`config.mk`:
```
export PLATFORM = sky130hd
export DESIGN_NAME = write_back_arb
export DESIGN_NICKNAME = d
export VERILOG_FILES = /design/src/rtl/write_back_arb.sv
export SDC_FILE = /design/constraint.sdc
export NUM_CORES = 1
export LEC_CHECK = 0
export BUFFER_PORTS_ARGS = -buffer_cell sky130_fd_sc_hd__buf_2
export CORE_MARGIN = 8
export CORE_UTILIZATION = 44
export CTS_CLUSTER_DIAMETER = 80
export DETAILED_ROUTE_END_ITERATION = 8
export PLACE_DENSITY = 0.83
export SLEW_MARGIN = 20
export SYNTH_ARGS = -nofsm -noshare
export SYNTH_HDL_FRONTEND = slang
export SYNTH_SLANG_ARGS = --single-unit
```
`constraint.sdc`:
```
create_clock -name Clock -period 2.5 [get_ports Clock]
set_input_delay 0.125 -clock Clock [delete_from_list [all_inputs] [get_ports Clock]]
set_output_delay 0.125 -clock Clock [all_outputs]
set_load 0.005 [all_outputs]
```
`src/rtl/write_back_arb.sv`:
```
// Write-back arbiter: round-robin merge of NCH result channels onto one register-file write port,
// with a HIST-deep commit history for forwarding. Optional load alignment on channel 0 via WB_LOAD_ALIGN_EN.
module write_back_arb #(
    parameter int NCH  = 2,
    parameter int XLEN = 32,
    parameter int RW   = 5,
    parameter int HIST = 2
) (
    input  logic                   Clock,
    input  logic                   nReset,
    input  logic [NCH-1:0]         in_valid,
    output logic [NCH-1:0]         in_ready,
    input  logic [NCH-1:0]         in_wreg,
    input  logic [NCH*RW-1:0]      in_rd,
    input  logic [NCH*XLEN-1:0]    in_data,
    input  logic [2:0]             ld_funct3,
    input  logic [1:0]             ld_offset,
    output logic                   Wreg,
    output logic [RW-1:0]          rd,
    output logic [XLEN-1:0]        Wdata,
    output logic [HIST-1:0]        hist_valid,
    output logic [HIST*RW-1:0]     hist_rd,
    output logic [HIST*XLEN-1:0]   hist_data,
    output logic [31:0]            retire_count
);

    localparam int PW = (NCH > 1) ? $clog2(NCH) : 1;

    logic [PW-1:0]   rr_q, rr_d;
    logic [31:0]     retire_q, retire_d;
    logic            grant_vld;
    logic [PW-1:0]   grant_idx;
    logic [XLEN-1:0] ch_data [NCH];
    logic            sel_wreg;
    logic [RW-1:0]   sel_rd;
    logic [XLEN-1:0] sel_data;

    logic            hist_v_q    [HIST];
    logic [RW-1:0]   hist_rd_q   [HIST];
    logic [XLEN-1:0] hist_data_q [HIST];

`ifdef WB_LOAD_ALIGN_EN
    // Channel 0 carries the raw memory word; extract and extend the addressed byte/half.
    function automatic logic [31:0] align_load(input logic [31:0] w,
                                               input logic [2:0]  f3,
                                               input logic [1:0]  off);
        logic [7:0]  b;
        logic [15:0] h;
        logic [31:0] r;
        case (off)
            2'd0:    b = w[7:0];
            2'd1:    b = w[15:8];
            2'd2:    b = w[23:16];
            default: b = w[31:24];
        endcase
        h = off[1] ? w[31:16] : w[15:0];
        case (f3)
            3'b000:  r = {{24{b[7]}}, b};
            3'b100:  r = {24'h0, b};
            3'b001:  r = {{16{h[15]}}, h};
            3'b101:  r = {16'h0, h};
            default: r = w;
        endcase
        return r;
    endfunction
`else
    logic unused_load_ctrl;
    assign unused_load_ctrl = ^{ld_funct3, ld_offset};
`endif

    generate
        for (genvar gi = 0; gi < NCH; gi++) begin : g_ch
            if (gi == 0) begin : g_ch0
`ifdef WB_LOAD_ALIGN_EN
                assign ch_data[gi] = align_load(in_data[31:0], ld_funct3, ld_offset);
`else
                assign ch_data[gi] = in_data[gi*XLEN +: XLEN];
`endif
            end else begin : g_chn
                assign ch_data[gi] = in_data[gi*XLEN +: XLEN];
            end
        end
    endgenerate

    // Search starts at rr_q and wraps; the first valid channel wins.
    always_comb begin : arbiter
        logic [PW-1:0]  idx;
        logic [NCH-1:0] vshift;
        grant_vld = 1'b0;
        grant_idx = '0;
        idx       = rr_q;
        vshift    = '0;
        for (int k = 0; k < NCH; k++) begin
            vshift = in_valid >> idx;
            if (!grant_vld && vshift[0]) begin
                grant_vld = 1'b1;
                grant_idx = idx;
            end
            idx = (idx == PW'(NCH - 1)) ? '0 : idx + PW'(1);
        end
        if (!nReset) begin
            grant_vld = 1'b0;
        end
    end

    always_comb begin : commit_mux
        in_ready = '0;
        sel_wreg = 1'b0;
        sel_rd   = '0;
        sel_data = '0;
        for (int k = 0; k < NCH; k++) begin
            if (grant_vld && (grant_idx == PW'(k))) begin
                in_ready[k] = 1'b1;
                sel_wreg    = in_wreg[k];
                sel_rd      = in_rd[k*RW +: RW];
                sel_data    = ch_data[k];
            end
        end
        Wreg  = sel_wreg && (sel_rd != '0);
        rd    = sel_rd;
        Wdata = sel_data;
    end

    always_comb begin : next_state
        rr_d     = rr_q;
        retire_d = retire_q;
        if (grant_vld) begin
            rr_d     = (grant_idx == PW'(NCH - 1)) ? '0 : grant_idx + PW'(1);
            retire_d = retire_q + 32'd1;
        end
    end

    always_ff @(posedge Clock) begin
        if (!nReset) begin
            rr_q     <= '0;
            retire_q <= '0;
        end else begin
            rr_q     <= rr_d;
            retire_q <= retire_d;
        end
    end

    // History shifts every cycle; idle cycles insert a valid=0 bubble.
    generate
        for (genvar gi = 0; gi < HIST; gi++) begin : g_hist
            if (gi == 0) begin : g_head
                always_ff @(posedge Clock) begin
                    if (!nReset) begin
                        hist_v_q[gi]    <= 1'b0;
                        hist_rd_q[gi]   <= '0;
                        hist_data_q[gi] <= '0;
                    end else begin
                        hist_v_q[gi]    <= Wreg;
                        hist_rd_q[gi]   <= rd;
                        hist_data_q[gi] <= Wdata;
                    end
                end
            end else begin : g_tail
                always_ff @(posedge Clock) begin
                    if (!nReset) begin
                        hist_v_q[gi]    <= 1'b0;
                        hist_rd_q[gi]   <= '0;
                        hist_data_q[gi] <= '0;
                    end else begin
                        hist_v_q[gi]    <= hist_v_q[gi-1];
                        hist_rd_q[gi]   <= hist_rd_q[gi-1];
                        hist_data_q[gi] <= hist_data_q[gi-1];
                    end
                end
            end
            assign hist_valid[gi]               = hist_v_q[gi];
            assign hist_rd[gi*RW +: RW]         = hist_rd_q[gi];
            assign hist_data[gi*XLEN +: XLEN]   = hist_data_q[gi];
        end
    endgenerate

    assign retire_count = retire_q;

endmodule
```
==> results of run 1 <==
## per-stage QoR
stage	power (mW)	util	worst slack, ns	hold WS [ns]	cells
global route	3.588	0.6814	0.2412	-0.005343	826
floorplan	2.059	-	0.5487	0.2507	410
detailed placement	2.306	0.5893	0.3985	0.3521	740
CTS	3.435	0.6765	0.3657	0.0004925	817
global placement	2.293	0.5893	0.4350	0.3486	740
finish	3.452	0.6814	0.3654	0.009763	826
## layout by cell type (no fill, tap or decap), drive strengths merged, types with 2 or more instances in the layout
cell / n
a21oi: 19
a22o: 76
and2: 40
and4: 5
buf: 234
clkbuf: 9
clkinv: 4
dfxtp: 109
diode: 6
dlygate4sd3: 64
inv: 8
mux2i: 2
nand2: 18
nand2b: 2
nand3: 11
nand4: 7
nor2: 11
nor3: 3
nor4: 6
nor4b: 2
o21ai: 4
o31ai: 12
o41a: 2
or2: 3
or3: 5
or4: 14
xnor2: 7
xor2: 3
## sequential cells by signal, summed over array words and instances (netlist names)
name          cells
retire_count     32
hist_data_q      64
hist_v_q          2
rr_q              1
hist_rd_q        10
## logic make-up after synthesis
| logic type | after synthesis | synth area share |
|---|---|---|
| XOR/XNOR | 10 | 0.02087 |
| adder cells (fa/ha/maj) | 1 | 0.002981 |
| flip-flops | 109 | 0.5200 |
| AND/OR/NAND/NOR | 130 | 0.1875 |
| AO/OA/AOI/OAI | 119 | 0.2254 |
| multiplexers | 2 | 0.004771 |
| buffers and inverters | 39 | 0.03846 |
## worst max-delay path: stages, from the launching register on
cell and delay (ns):
dfxtp_1 0.44, nand4_1 0.20, or4_1 0.72, or4_1 0.55, a21oi_1 0.16
## worst max path at each step
stage                             to  cells after the start  slack (ns)       startpoint
floorplan           retire_count[19]                      5        0.55  retire_count[7]
finish              retire_count[27]                      4        0.37  retire_count[2]
global placement    retire_count[29]                      4        0.44  retire_count[2]
CTS                             Wreg                      6        0.37             rr_q
detailed placement  retire_count[27]                      4        0.40  retire_count[2]
global route        retire_count[23]                      4        0.24  retire_count[2]
## final cells by class
type | instances | area, um2
Fill cell | 635 | 2944
Sequential cell | 109 | 2182
Multi-Input combinational cell | 262 | 1866
Timing Repair Buffer | 298 | 1854
Tap cell | 129 | 161.4
Clock buffer | 9 | 123.9
Clock inverter | 7 | 71.32
Inverter | 6 | 22.52
Antenna cell | 6 | 15.01
## metal layers
layer | GRT usage | vias to the layer above | wire [um]
met3 | 0.09667 | 53 | 1925
met4 | 0.1234 | 0 | 720
met2 | 0.4004 | 274 | 7806
li1 | - | 2086 | -
met5 | 0 | - | 0
met1 | 0.2376 | 2143 | 5561
## power breakdown
part | total, mW | leakage, nW | internal (mW) | switching (mW)
clock | 1.07 | 0.104 | 0.468 | 0.598
combinational | 0.540 | 2.03 | 0.290 | 0.250
sequential | 1.85 | 0.891 | 1.81 | 0.0352
total | 3.45 | 3.03 | 2.57 | 0.884
## Yosys cell counts (2+ instances only)
| cell | count | area, um2 |
|---|---|---|
| dfxtp_1 | 109 | 2182 |
| a22o_1 | 76 | 665.6 |
| and2_1 | 40 | 250.2 |
| clkbuf_1 | 28 | 105.1 |
| a21oi_1 | 19 | 95.09 |
| nand2_1 | 18 | 67.56 |
| o31ai_1 | 12 | 90.09 |
| or4_1 | 12 | 90.09 |
| nand3_1 | 11 | 55.05 |
| nor2_1 | 11 | 41.29 |
| xnor2_1 | 7 | 61.31 |
| nand4_1 | 6 | 37.54 |
| nor4_1 | 6 | 37.54 |
| inv_1 | 5 | 18.77 |
| or3_1 | 5 | 31.28 |
| and4_1 | 4 | 35.03 |
| o21ai_0 | 4 | 20.02 |
| nor3_1 | 3 | 15.01 |
| or2_2 | 3 | 18.77 |
| xor2_1 | 3 | 26.28 |
| buf_1 | 2 | 7.510 |
| buf_4 | 2 | 15.01 |
| mux2i_1 | 2 | 20.02 |
| nand2b_1 | 2 | 12.51 |
| nor4b_1 | 2 | 17.52 |
| o41a_1 | 2 | 22.52 |
==> reports/results.ini, run 1 <==
[outcome]
status=complete, no violations

[min_path]
hp-class=in2reg
worstHoldEndpoint=hist_data_q[0][29]
hp-start=in_data[61]
hold_depth=2

[timing]
rsz0062_at_grt=false
finalCriticalPeriod_ns=2.135
max_freq_mhz=468.5
post-route-period-util=0.8538
final_hold_viol_count=0
finalSetupViolCount=0
maxSlewViolCount=0
slew_headroom=0.5280
worst_slew_pin_slew_ns=0.7016
finClkSkew_ns=0.009879
setup-tns-final_ns=0

[cts]
cts_tree=yes
cts_hold_buf=61
cts_buffers=9
post_cts_buffers=0
htree_levels=3
clk_latency_ns=0.36
clk_pin_slew_worst_paths_ns=0.10
cts_root_buf=clkbuf_8
post_cts_resized=0
cts.sinks=109
clk_path_buf_depth=2

[global_route]
grt_overflow=0
antenna_found_initial=6
grt_pass1_vias=4546
track_usage=0.2331
grt_pass1_wl_mm=23.83
grt_max_degree=72

[floorplanning]
io-pin-count=233
rows=35
die_w_um=113.7
core_mm2=0.009240
dieArea_mm2=0.01292
die_h_um=113.7
start_util=0.4542

[logic_synthesis]
synth-edff-count=0
synth_cell_types=42
synth_ff_type=dfxtp_1
async_flop_share=0
synth_area_mm2=0.004197
yosysSeqAreaShare=0.5200
syn_inst=410
syn_area_per_cell_um2=10.24
ys_seq_elements=109
ys_warn_count=0
synth_fp_nets=496

[worst_setup_path]
rr_worst_depth=4
crit_path_end_kind=register
rr_endpoint=retire_count[27]
cp.arrival_ns=2.42
reg2reg_slack_ns=0.37
crit_fanout=10
critPathKind=reg2reg
reg2reg_from=retire_count[2]
cp.required_ns=2.79
start_kind=register

[power]
leakage_nw=3.028
irDropWorstVdd_mv=0.3189
p_per_area_mw_per_mm2=548.3

[routing]
avgViaCountPerCell=5.516
drc=0
wire_per_inst_um=19.39
vias=4556
dr.pass1.iters=5
drt_wl_total_mm=16.01
ant_nets=0
drt_iter0_markers=319

[job]
maxCapViolations=0

[placed_design]
post-dp-hpwl_mm=10.50
placed_cell_area_mm2=0.005445
portBuffers=227
place_congestion=0.8338

[cells_and_area]
finalInstanceArea_mm2=0.006296
nNetsFinal=772
drive_above_1_share=0.3777
syn_to_final_growth_pct=50.03

No activity file was read; power rests on OpenSTA's default activity.
==> run 2: changes to the inputs <==
--- a/config.mk
+++ b/config.mk
@@ -10,7 +10,7 @@
 export CORE_UTILIZATION = 44
 export CTS_CLUSTER_DIAMETER = 80
 export DETAILED_ROUTE_END_ITERATION = 8
-export PLACE_DENSITY = 0.83
+export PLACE_DENSITY = 0.81
 export SLEW_MARGIN = 20
 export SYNTH_ARGS = -nofsm -noshare
 export SYNTH_HDL_FRONTEND = slang
==> run 2 against run 1 <==
  * Sequential share of layout area rose by 0.13 points
  * Power rose by 2.7%
  * Clock-buffer cell count did not move
  * Worst setup slack got worse by 0.097 ns
  * Combinational power fell by 2%
  * Via count fell by 1.4%
  * First-iteration DRC count rose by 21%
  * Fmax fell by 4.3%
  * Die area did not move
  * Clock power rose by 8%
  * Critical path type unchanged
  * Largest cell class unchanged
==> reports/results.ini, run 2 (synthesis results as in run 1) <==
[outcome]
status=complete, no violations

[worst_setup_path]
start_kind=register
critPathKind=reg2reg
crit_path_end_kind=register
crit_fanout=69  ; +59
cp.arrival_ns=2.53  ; +0.11 ns
cp.required_ns=2.80  ; about the same

[cells_and_area]
finalInstanceArea_mm2=0.006272  ; -0.38%
layout_commonest_cell=buf_2
stdcell_count=819  ; -0.85%
final_cell_mix=buf_2 (227), dfxtp_1 (109), a22o_1 (76)
drive_above_1_share=0.3779  ; about the same
top_register=hist_data_q
largest_reg_flops=64  ; unchanged
syn_to_final_growth_pct=49.46
fillers=695  ; +9.4%
nNetsFinal=769  ; -0.39%

[routing]
vias=4491  ; -1.4%
drt_iter0_markers=385  ; +21%
avgViaCountPerCell=5.484  ; -0.58%
drt_wl_total_mm=16.16  ; +0.89%
ant_nets=0  ; unchanged
wire_per_inst_um=19.73  ; +1.7%
drc=0  ; unchanged
dr.pass1.iters=6  ; +1

[cts]
clk_latency_ns=0.36  ; about the same
cts_tree=yes
htree_levels=3  ; unchanged
post_cts_buffers=0  ; unchanged
clk_path_buf_depth=2  ; unchanged
cts_hold_buf=60  ; -1.6%
cts_buffers=9  ; unchanged
cts_root_buf=clkbuf_8
clk_pin_slew_worst_paths_ns=0.11  ; about the same
post_cts_resized=0  ; unchanged
cts.sinks=109  ; unchanged

[placed_design]
portBuffers=227  ; unchanged
place_congestion=0.8617  ; +3.3%
post-dp-hpwl_mm=10.59  ; +0.88%
placed_cell_area_mm2=0.005425  ; -0.37%
dp.cells=739  ; -0.14%

[timing]
setup-tns-final_ns=0  ; unchanged
post-route-period-util=0.8924  ; +0.03862
finClkSkew_ns=0.01332  ; +0.003444 ns
max_freq_mhz=448.2  ; -4.3%
finalSetupViolCount=0  ; unchanged
final_hold_viol_count=0  ; unchanged
maxSlewViolCount=0  ; unchanged
finalCriticalPeriod_ns=2.231  ; +0.09654 ns
rsz0062_at_grt=false
slew_headroom=0.5157  ; -0.01222
worst_slew_pin_slew_ns=0.7197  ; +0.01817 ns

[job]
maxCapViolations=0  ; unchanged

[power]
comb_power_share=0.150  ; -0.006
p_per_area_mw_per_mm2=565.0  ; +3.1%
seqPwrFrac=0.522  ; -0.013
p_sw_uw=881.2  ; -0.26%
clockPowerShare=0.328  ; +0.019
p_sw_frac=0.2486  ; -0.007305
intPower_mw=2.663  ; +3.7%
irDropWorstVdd_mv=0.3444  ; +8.0%
leakage_nw=3.012  ; -0.56%
fin_total_pwr_mw=3.544  ; +2.7%

[global_route]
grt_overflow=0  ; unchanged
grt_pass1_vias=4549  ; +0.066%
grt_pass1_wl_mm=23.84  ; about the same
antenna_found_initial=2  ; -4
grt_max_degree=70  ; -2.8%
track_usage=0.2321  ; -0.001018

[floorplanning]
die_w_um=113.7  ; unchanged
start_util=0.4542  ; unchanged
core_mm2=0.009240  ; unchanged
io-pin-count=233  ; unchanged
rows=35  ; unchanged
die_h_um=113.7  ; unchanged
dieArea_mm2=0.01292  ; unchanged

[min_path]
hp-class=in2reg

run 2: worst paths after layout:
path,startpoint,to,slack (ns),cells past startpoint
worst max-delay path,rr_q,hist_data_q[0][15],0.27,5
worst min-delay path,in_data[0],hist_data_q[0][0],0.02,2
worst max register to register,rr_q,hist_data_q[0][15],0.27,5
worst min register to register,hist_data_q[0][9],hist_data_q[1][9],0.46,1
run 2: final cells by class:
cell class | instances | area [um2] | share of cell area
repair buffers | 295 | 1814 | 0.2892
multi-input cells | 262 | 1866 | 0.2974
well taps | 129 | 161.4 | 0.02573
inverters | 6 | 22.52 | 0.003591
flip-flops and latches | 109 | 2182 | 0.3479
clock inverters | 7 | 97.59 | 0.01556
diodes | 2 | 5.005 | 0.0007979
clock buffers | 9 | 123.9 | 0.01975
run 2: power by group through the flow:
stage	Clock (mW)	Combinational [mW]	Sequential, mW
2_1_floorplan	0	0.169	1.89
3_3_place_gp	0	0.411	1.88
3_5_place_dp	0	0.420	1.88
4_1_cts	1.19	0.503	1.84
5_1_grt	1.26	0.566	1.86
6_report	1.16	0.531	1.85
run 2: metal layers:
layer | GRT usage | up-vias | wire, um
met5 | 0 | - | 0
met4 | 0.1181 | 0 | 505
met3 | 0.1020 | 38 | 1773
met2 | 0.4008 | 249 | 8152
met1 | 0.2331 | 2128 | 5724
li1 | - | 2076 | -
run 2: critical path, stage by stage, from the launching register on:
cell and delay [ns]:
dfxtp_1 0.33, nand2_1 0.08, and3_2 0.30, buf_4 0.59, a22o_1 0.25, dlygate4sd3_1 0.60
run 2: stage by stage:
| step | worst slack (ns) | utilization | hold slack (ns) |
|---|---|---|---|
| after floorplan | 0.5487 | - | 0.2507 |
| after global placement | 0.4395 | 0.5871 | 0.3499 |
| after detailed placement | 0.3925 | 0.5871 | 0.3543 |
| after CTS | 0.3633 | 0.6761 | 0.0009878 |
| after global routing | 0.2165 | 0.6788 | 0.005704 |
| final | 0.2689 | 0.6788 | 0.01516 |
